$ cat config.mk
export PLATFORM = sky130hd
export DESIGN_NAME = flash_playback_ctrl
export DESIGN_NICKNAME = d
export VERILOG_FILES = /design/src/rtl/audio_pkg.sv /design/src/rtl/startup_timer.sv /design/src/rtl/flash_playback_ctrl.sv
export SDC_FILE = /design/constraint.sdc
export NUM_CORES = 1
export LEC_CHECK = 0
export CAP_MARGIN = 20
export CORE_MARGIN = 2
export CORE_UTILIZATION = 57
export DETAILED_ROUTE_END_ITERATION = 16
export PLACE_DENSITY = 0.86
export REMOVE_ABC_BUFFERS = 1
export SLEW_MARGIN = 40
export SYNTH_ARGS = -nofsm -noshare
export SYNTH_HDL_FRONTEND = slang
export SYNTH_HIERARCHICAL = 1
export SYNTH_SLANG_ARGS = --single-unit
$ cat constraint.sdc
create_clock -name clk -period 6.33 [get_ports clk]
set_input_delay 0.9495 -clock clk [delete_from_list [all_inputs] [get_ports clk]]
set_output_delay 0.9495 -clock clk [all_outputs]
set_load 0.02 [all_outputs]
$ cat src/rtl/audio_pkg.sv
// Types and constants shared by the flash-to-I2S playback path.
package audio_pkg;

  localparam int CLK_HZ = 25_000_000;

  localparam logic [7:0] FLASH_CMD_READ = 8'h03;
  localparam logic [7:0] SPI_DUMMY      = 8'h00;

  typedef enum logic [3:0] {
    STARTUP, IDLE, WAIT_LEVEL, CMD, ADDR2, ADDR1, ADDR0,
    READ_LO, READ_HI, PUSH, END_BURST
  } state_t;

  typedef struct packed {
    logic [7:0] hi;
    logic [7:0] lo;
  } sample_t;

endpackage

$ cat src/rtl/startup_timer.sv
// One-shot flash power-up delay with bypass; done stays set until reset.
module startup_timer #(
  parameter int CYCLES = 1_000_000
) (
  input  logic clk,
  input  logic rst,
  input  logic skip,
  output logic fire,
  output logic done
);

  localparam int CW = (CYCLES > 1) ? $clog2(CYCLES) : 1;

  logic [CW-1:0] cnt;

  // fire is the single cycle in which the delay expires
  assign fire = !done && (skip || cnt == CW'(CYCLES - 1));

  always_ff @(posedge clk or posedge rst) begin
    if (rst) begin
      cnt  <= '0;
      done <= 1'b0;
    end else if (fire) begin
      done <= 1'b1;
    end else if (!done) begin
      cnt  <= cnt + 1'b1;
    end
  end

endmodule

$ cat src/rtl/flash_playback_ctrl.sv
// Issues READ bursts to SPI flash, packs little-endian 16-bit samples into the
// I2S sample FIFO, keeps it topped up and loops over the audio region.
module flash_playback_ctrl
  import audio_pkg::*;
#(
  parameter int          STARTUP_CYCLES = 1_000_000,
  parameter logic [23:0] START_ADDR     = 24'h100000,
  parameter logic [23:0] END_ADDR       = 24'h1FFFFF,
  parameter int          FIFO_DEPTH     = 512,
  parameter int          REFILL_LEVEL   = 256,
  parameter int          BURST_SAMPLES  = 128,
  parameter int          CS_GAP         = 2
) (
  input  logic                        clk,
  input  logic                        rst,
  input  logic                        enable,
  input  logic                        skip_delay,
  output logic                        spi_start,
  output logic [7:0]                  spi_tx_byte,
  input  logic                        spi_done,
  input  logic [7:0]                  spi_rx_byte,
  output logic                        cs_n,
  input  logic [$clog2(FIFO_DEPTH):0] fifo_level,
  output logic                        fifo_wr,
  output logic [15:0]                 fifo_wdata,
  output logic [23:0]                 cur_addr,
  output logic                        wrap_pulse,
  output logic                        running
);

  localparam int LW = $clog2(FIFO_DEPTH) + 1;
  localparam int SW = $clog2(BURST_SAMPLES + 1);
  localparam int GW = (CS_GAP > 0) ? $clog2(CS_GAP + 1) : 1;

  if (REFILL_LEVEL + BURST_SAMPLES > FIFO_DEPTH) begin : g_bad_fifo
    $error("REFILL_LEVEL + BURST_SAMPLES exceeds FIFO_DEPTH");
  end
  if (((END_ADDR - START_ADDR) & 24'h1) == 24'h0) begin : g_bad_region
    $error("audio region must hold an even number of bytes");
  end

  state_t        state, nxt;
  logic          issued;
  sample_t       smp;
  logic [SW-1:0] smp_cnt;
  logic [GW-1:0] gap_cnt;
  logic          last_byte;
  logic          fire, startup_done;
  logic          read_done;

  startup_timer #(.CYCLES(STARTUP_CYCLES)) u_startup (
    .clk  (clk),
    .rst  (rst),
    .skip (skip_delay),
    .fire (fire),
    .done (startup_done)
  );

  assign read_done  = spi_done && (state == READ_LO || state == READ_HI);
  assign fifo_wdata = smp;

  always_ff @(posedge clk or posedge rst) begin
    if (rst) state <= STARTUP;
    else     state <= nxt;
  end

  // byte states abort to END_BURST on enable loss only once their byte is done
  always_comb begin
    nxt = state;
    case (state)
      STARTUP:    if (fire || startup_done) nxt = IDLE;
      IDLE:       if (enable && gap_cnt == GW'(CS_GAP)) nxt = WAIT_LEVEL;
      WAIT_LEVEL: if (!enable) nxt = IDLE;
                  else if (fifo_level < LW'(REFILL_LEVEL)) nxt = CMD;
      CMD:        if (spi_done) nxt = enable ? ADDR2 : END_BURST;
      ADDR2:      if (spi_done) nxt = enable ? ADDR1 : END_BURST;
      ADDR1:      if (spi_done) nxt = enable ? ADDR0 : END_BURST;
      ADDR0:      if (spi_done) nxt = enable ? READ_LO : END_BURST;
      READ_LO:    if (spi_done) nxt = READ_HI;
      READ_HI:    if (spi_done) nxt = PUSH;
      PUSH:       nxt = (smp_cnt == SW'(BURST_SAMPLES - 1) || last_byte || !enable)
                        ? END_BURST : READ_LO;
      END_BURST:  nxt = IDLE;
      default:    nxt = IDLE;
    endcase
  end

  always_ff @(posedge clk or posedge rst) begin
    if (rst) begin
      issued     <= 1'b0;
      cur_addr   <= START_ADDR;
      wrap_pulse <= 1'b0;
      smp        <= '0;
      smp_cnt    <= '0;
      gap_cnt    <= '0;
      last_byte  <= 1'b0;
    end else begin
      wrap_pulse <= 1'b0;
      if (spi_done)       issued <= 1'b0;
      else if (spi_start) issued <= 1'b1;
      if (read_done) begin
        if (state == READ_LO) smp.lo <= spi_rx_byte;
        else                  smp.hi <= spi_rx_byte;
        if (cur_addr == END_ADDR) begin
          cur_addr   <= START_ADDR;
          wrap_pulse <= 1'b1;
          last_byte  <= 1'b1;
        end else begin
          cur_addr   <= cur_addr + 24'd1;
        end
      end
      if (state == WAIT_LEVEL) begin
        smp_cnt   <= '0;
        last_byte <= 1'b0;
      end
      if (state == PUSH) smp_cnt <= smp_cnt + 1'b1;
      if (state == END_BURST)                   gap_cnt <= '0;
      else if (cs_n && gap_cnt != GW'(CS_GAP))  gap_cnt <= gap_cnt + 1'b1;
    end
  end

  always_comb begin
    spi_start   = (state inside {CMD, ADDR2, ADDR1, ADDR0, READ_LO, READ_HI}) && !issued;
    cs_n        = !(state inside {CMD, ADDR2, ADDR1, ADDR0, READ_LO, READ_HI, PUSH});
    fifo_wr     = (state == PUSH);
    running     = !(state == STARTUP || (state == IDLE && !enable));
    spi_tx_byte = 8'h00;
    case (state)
      CMD:              spi_tx_byte = FLASH_CMD_READ;
      ADDR2:            spi_tx_byte = cur_addr[23:16];
      ADDR1:            spi_tx_byte = cur_addr[15:8];
      ADDR0:            spi_tx_byte = cur_addr[7:0];
      READ_LO, READ_HI: spi_tx_byte = SPI_DUMMY;
      default:          spi_tx_byte = 8'h00;
    endcase
  end

endmodule
==> reports/qor.txt, run 1 <==
Post-layout util - 0.712
Synth Register Bits - 78
GRT overflow - 0
# Max-Cap Violations - 0
Vias per cell - 5.81
DRT Pass-1 Iters - 4
Slew @ Worst Pin - 0.784 ns
Die Wd - 89.1 um
Synth top area cells - dfrtp_1, xnor2_1, mux2_2
Synth unique cells - 63
Initial antenna violation count - 0
Synth cell count leaders - dfrtp_1, nand2_1, nor2_1
Port bufs - 67
Placed Instance Area - 4860 sq um
Area Overhead vs Synth - 23.1%
Most common cell in the netlist - dfrtp_1
Antenna diode count - 0
First-pass GRT wire length - 15.2 mm
Vias post-DR - 3365
Clock slew at reported path FFs - 0.08 ns
Share of flip-flops with an asynchronous set or reset - 1.00
Pleak - 0.00209 uW
Status - finished clean
Final period utilization - 0.603
GPL Wtd Cong - 0.872
CP max stage cell - dfrtp_1
Fin area - 5080 sq um
CP Launch Type - flop
Max incr delay on CP - 0.86 ns
NumNets Final - 502
CTS buffer count - 9
CTS tree - built
Hold WC Path Type - flop to flop
Avg WL per Cell - 16.1 um
Final ANT Viol Nets - 0
Maximum vdd drop - 0.273 mV
Worst-skew pair later-pin latency - 0.35 ns
Top-area cell type share of the netlist area - 0.467
H-tree lvl count - 3
Sequential cell area - 1950 sq um
Resized Gates After CTS - 0
Area leader, netlist - dfrtp_1
Vias in the first global route - 3314
Setup Total Neg Slack - 0 ns
Post-synth top flop - dfrtp_1
YS warnings - 6
Crit-path leading delay family - flip-flops
Mapped Cells - 410
# IOs - 76
Final setup viols - 0
Die footprint - 7940 sq um
Clock buffer depth - 2
Critical path type - flop to output port
Largest net degree at the start of global routing - 58
Final WL - 9.30 mm
Iter 0 DRT Violations - 172
Multi-input combinational cell area - 2060 sq um
Number of setup buffers added after CTS - 0
Layout cells sized above 1 - 0.110
Fmax - 262 MHz
Clk_skew - 0.0107 ns
Root Buffer - clkbuf_8
Die Height - 89.1 um
# fillers - 548
Hold Fails Final Rpt - 0
DRC - 0
WP data arrival - 2.87 ns
Worst path required time - 5.38 ns
Power Density - 324 nW/um^2
Mean area per synthesized cell - 10.1 sq um
Initial Utilization - 0.579
Post-DP HPWL - 6.59 mm
Row cnt - 31
EDFF count, synth - 0
Register area share after synthesis - 0.473
Final Critical Period - 3.82 ns
Gr usage total - 0.248
RSZ-0062 raised after global routing - false
Clk sink count - 78
WP buf/inv - 2
Total core area - 7140 sq um
Worst rel slew slack - 0.477
Worst setup EP type - output port
Fin. max-slew vios - 0
Worst Path Max Fanout - 26
Hold_buf cts - 0
Synthesized area - 4130 sq um
CP Cell Sequence - nor2b_1 -> nand2_1 -> clkinv_1 -> clkdlybuf4s50_1
## report_power, final
| group | leakage, uW | switching (uW) | internal [uW] |
|---|---|---|---|
| clock | 0.000110 | 185 | 234 |
| combinational | 0.000949 | 276 | 265 |
| sequential | 0.00103 | 111 | 577 |
| total | 0.00209 | 572 | 1080 |
## worst reg2reg max path, delay by kind of cell (launching register included)
kind	cells	cell delay [ns]
simple gates	4	1.12
flops	1	0.86
compound gates	1	0.70
## cells by family (layout without fill, tap and decap cells)
family | Yosys count | in the layout | share of synthesized area
buffers and inverters | 25 | 95 | 0.0276
multiplexers | 29 | 29 | 0.0772
adder cells (fa/ha/maj) | 5 | 5 | 0.0145
AO/OA/AOI/OAI | 71 | 71 | 0.118
flip-flops | 78 | 78 | 0.473
AND/OR/NAND/NOR | 166 | 166 | 0.214
XOR/XNOR | 36 | 36 | 0.0763
## metrics by stage
| step | worst slack (ns) | hold WS [ns] | power (uW) | instances |
|---|---|---|---|---|
| 6_report | 2.51 | 0.498 | 1650 | 579 |
| 5_1_grt | 2.28 | 0.513 | 1740 | 579 |
| 4_1_cts | 2.51 | 0.499 | 1660 | 579 |
| 3_5_place_dp | 2.86 | 0.479 | 1240 | 563 |
| 3_3_place_gp | 2.85 | 0.455 | 1220 | 563 |
| 2_1_floorplan | 3.64 | 0.438 | 1010 | 396 |
## worst paths after layout
kind | from | end | slack (ns) | depth (start not counted)
worst max-delay path | state[0]$_DFFE_PP0P_ | fifo_wr | 2.51 | 4
worst min-delay path | u_startup/cnt[18]$_DFFE_PP0P_ | u_startup/cnt[18]$_DFFE_PP0P_ | 0.50 | 1
worst max register to register | state[0]$_DFFE_PP0P_ | cur_addr[11]$_DFFE_PP0P_ | 3.54 | 5
worst min register to register | u_startup/cnt[18]$_DFFE_PP0P_ | u_startup/cnt[18]$_DFFE_PP0P_ | 0.50 | 1
max in group asynchronous | rst | state[1]$_DFFE_PP0P_ | 4.66 | 3
min in group asynchronous | rst | u_startup/cnt[12]$_DFFE_PP0P_ | 1.00 | 2
## registers in the layout (all words and copies together) (netlist names)
| signal | count |
|---|---|
| cur_addr | 24 |
| fifo_wdata | 16 |
| gap_cnt | 2 |
| issued | 1 |
| last_byte | 1 |
| smp_cnt | 8 |
| state | 4 |
| u_startup/cnt | 20 |
| u_startup/done | 1 |
| wrap_pulse | 1 |
## final cells by class
class | count | share of cell area
sequential | 78 | 0.384
clock buffer | 11 | 0.0278
tap | 99 | 0.0244
inverter | 11 | 0.00812
clock inverter | 5 | 0.0160
timing repair buffer | 68 | 0.133
multi-input combinational | 307 | 0.406
## cell usage in the layout, fill, tap and decap left out, types with 6 or more instances in the layout
cell type / synthesis / layout
clkdlybuf4s50_1: 0 / 67
o21ai_0: 16 / 16
a21oi_1: 21 / 21
nand2_1: 38 / 38
nand4_1: 10 / 10
mux2_2: 18 / 18
clkbuf_8: 0 / 10
mux2i_1: 9 / 9
o21ai_1: 6 / 6
dfrtp_1: 77 / 76
xnor2_1: 25 / 25
nor2_1: 33 / 33
inv_1: 10 / 8
nor3_1: 6 / 6
and3_1: 13 / 13
xor2_1: 11 / 11
nand2b_1: 6 / 6
nand3_1: 30 / 30
## layer usage
| metal | routed length, um | global-route usage |
|---|---|---|
| met1 | 3970 | 0.305 |
| met2 | 4630 | 0.403 |
| met3 | 591 | 0.0822 |
| met4 | 104 | 0.0991 |
| met5 | 0 | 0 |
(Power assumes the default switching activity.)
==> inputs of run 2 (changes only) <==
--- a/config.mk
+++ b/config.mk
@@ -7,9 +7,9 @@
 export LEC_CHECK = 0
 export CAP_MARGIN = 20
 export CORE_MARGIN = 2
-export CORE_UTILIZATION = 57
+export CORE_UTILIZATION = 53
 export DETAILED_ROUTE_END_ITERATION = 16
-export PLACE_DENSITY = 0.86
+export PLACE_DENSITY = 0.81
 export REMOVE_ABC_BUFFERS = 1
 export SLEW_MARGIN = 40
 export SYNTH_ARGS = -nofsm -noshare
==> constraint.sdc (replaced) <==
create_clock -name clk -period 3.9 [get_ports clk]
set_input_delay 0.585 -clock clk [delete_from_list [all_inputs] [get_ports clk]]
set_output_delay 0.585 -clock clk [all_outputs]
set_load 0.02 [all_outputs]
==> reports/qor.txt, run 2 (synthesis results as in run 1) <==
First-pass GRT wire length - 15.8 mm (was 15.2 mm)
Commonest non-fill, non-tap cell in the layout - dfrtp_1 (unchanged)
CP max stage cell - dfrtp_1 (unchanged)
Switching Fraction - 0.360 (was 0.347)
GRT overflow - 0 (unchanged)
Clk network pwr share - 0.233 (was 0.254)
Clk_skew - 0.00938 ns (was 0.0107 ns)
Hold_buf cts - 0 (unchanged)
Worst-skew pair later-pin latency - 0.35 ns (about the same)
RSZ-0062 raised after global routing - false (unchanged)
Worst rel slew slack - 0.527 (was 0.477)
Antenna diode count - 0 (unchanged)
Initial Utilization - 0.540 (was 0.579)
Hold Path Origin - u_startup/cnt[19]$_DFFE_PP0P_ (was u_startup/cnt[18]$_DFFE_PP0P_)
CTS buffer count - 9 (unchanged)
Die Height - 92.3 um (was 89.1 um)
Worst setup startpoint - state[3]$_DFFE_PP0P_ (was state[0]$_DFFE_PP0P_)
R2R Path Start - state[3]$_DFFE_PP0P_ (was state[0]$_DFFE_PP0P_)
Hold Fails Final Rpt - 0 (unchanged)
Vias per cell - 5.77 (was 5.81)
Pleak - 0.00209 uW (about the same)
Fmax - 306 MHz
CTS tree - built (unchanged)
Largest net degree at the start of global routing - 43 (was 58)
Comb pwr share - 0.355 (was 0.328)
Final period utilization - 0.838
NumNets Final - 506 (was 502)
WP data arrival - 2.68 ns (was 2.87 ns)
Gr usage total - 0.236 (was 0.248)
H-tree lvl count - 3 (unchanged)
Vias in the first global route - 3291 (was 3314)
Post-DP HPWL - 6.69 mm (was 6.59 mm)
Worst setup EP type - output port (unchanged)
# IOs - 76 (unchanged)
Clock buffer depth - 2 (unchanged)
Power Density - 515 nW/um^2 (was 324 nW/um^2)
DRC - 0 (unchanged)
GPL Wtd Cong - 0.850 (was 0.872)
Iter 0 DRT Violations - 272 (was 172)
Status - finished clean (unchanged)
Vias post-DR - 3379 (was 3365)
Setup Total Neg Slack - 0 ns (unchanged)
Slew @ Worst Pin - 0.699 ns (was 0.784 ns)
Net switching power figure - 946 uW (was 572 uW)
Final Power - 2620 uW (was 1650 uW)
Root Buffer - clkbuf_8 (unchanged)
Internal power - 1680 uW (was 1080 uW)
Die footprint - 8510 sq um (was 7940 sq um)
Initial antenna violation count - 0 (unchanged)
Final ANT Viol Nets - 0 (unchanged)
Area Overhead vs Synth - 23.3% (was 23.1%)
# fillers - 582 (was 548)
Final setup viols - 0 (unchanged)
Worst Path Max Fanout - 21 (was 26)
Max reg flops - 24 (unchanged)
Total core area - 7650 sq um (was 7140 sq um)
Clk sink count - 78 (unchanged)
DRT Pass-1 Iters - 4 (unchanged)
Clock slew at reported path FFs - 0.08 ns (about the same)
Final WL - 9.38 mm (was 9.30 mm)
Worst path required time - 3.31 ns (was 5.38 ns)
Final Critical Period - 3.27 ns
Die Wd - 92.3 um (was 89.1 um)
Row cnt - 32 (was 31)
Resized Gates After CTS - 0 (unchanged)
Maximum vdd drop - 0.314 mV (was 0.273 mV)
Sequential Power Share - 0.411 (was 0.418)
Layout cells sized above 1 - 0.118 (was 0.110)
# Max-Cap Violations - 0 (unchanged)
Hold WC Path Type - flop to flop (unchanged)
CP Launch Type - flop (unchanged)
Max incr delay on CP - 0.73 ns (was 0.86 ns)
Port bufs - 67 (unchanged)
CP Cell Sequence - or4b_4 -> o21a_1 -> nor2_1 -> clkdlybuf4s50_1 (was nor2b_1 -> nand2_1 -> clkinv_1 -> clkdlybuf4s50_1)
Avg WL per Cell - 16.0 um (was 16.1 um)
Largest Register - cur_addr (unchanged)
Post-layout util - 0.666 (was 0.712)
Most frequent cells in the layout - dfrtp_1, clkdlybuf4s50_1, nand2_1 (unchanged)
Number of setup buffers added after CTS - 0 (unchanged)
Critical path type - flop to output port (unchanged)
Fin. max-slew vios - 0 (unchanged)
[run 2: changes by cell type in the layout (fill, tap and decap cells not counted), sizes merged]
cell	change
clkinvlp	+2
clkinv	-2
inv	+2
bufinv	-1
buf	+4
clkbuf	-1
[run 2: cell type report]
type,count,area [sq um],area share
Tap cell,102,128,0.0251
Multi-Input combinational cell,307,2060,0.405
Clock buffer,10,128,0.0251
Sequential cell,78,1950,0.383
Inverter,11,43.8,0.00860
Timing Repair Buffer,72,708,0.139
Clock inverter,6,70.1,0.0138
[run 2: metrics by stage]
| stage | hold slack, ns | cell area (sq um) | setup WS, ns | std cells |
|---|---|---|---|---|
| after floorplan | 0.438 | 4060 | 1.57 | 396 |
| after global placement | 0.468 | 4890 | 1.10 | 570 |
| after detailed placement | 0.470 | 4900 | 1.02 | 570 |
| after CTS | 0.486 | 5090 | 0.637 | 586 |
| after global routing | 0.489 | 5090 | 0.526 | 586 |
| final | 0.488 | 5090 | 0.631 | 586 |
[run 2: power by group through the flow]
stage | Combinational [uW] | Sequential, uW | Clock (uW)
6_report | 932 | 1080 | 612
5_1_grt | 1010 | 1100 | 661
4_1_cts | 935 | 1080 | 623
3_5_place_dp | 930 | 1090 | 0
3_3_place_gp | 906 | 1080 | 0
2_1_floorplan | 443 | 1190 | 0
[run 2: metal layers]
metal / part of all wire / GRT usage / vias to the layer above
li1: - / - / 1604
met1: 0.44 / 0.322 / 1665
met2: 0.49 / 0.369 / 98
met3: 0.049 / 0.0649 / 12
met4: 0.015 / 0.0721 / 0
met5: 0 / 0 / -
[run 2: critical path, delay by kind of cell, from the launching register on]
family	cells	cell delay [ns]
DFF	1	0.73
buffers and inverters	1	0.64
AOI/OAI and AO/OA	1	0.19
and+or+nand+nor	2	0.77
[run 2: path summary, 6_finish.rpt]
check                                                      to  slack, ns  cells past startpoint
max in group asynchronous             cur_addr[7]$_DFFE_PP0P_       2.70                      3
worst max-delay path                                spi_start       0.63                      4
worst min register to register  u_startup/cnt[19]$_DFFE_PP0P_       0.49                      1
min in group asynchronous       u_startup/cnt[10]$_DFFE_PP0P_       0.64                      2
worst min-delay path            u_startup/cnt[19]$_DFFE_PP0P_       0.49                      1
worst max register to register       cur_addr[11]$_DFFE_PP0P_       1.21                      5
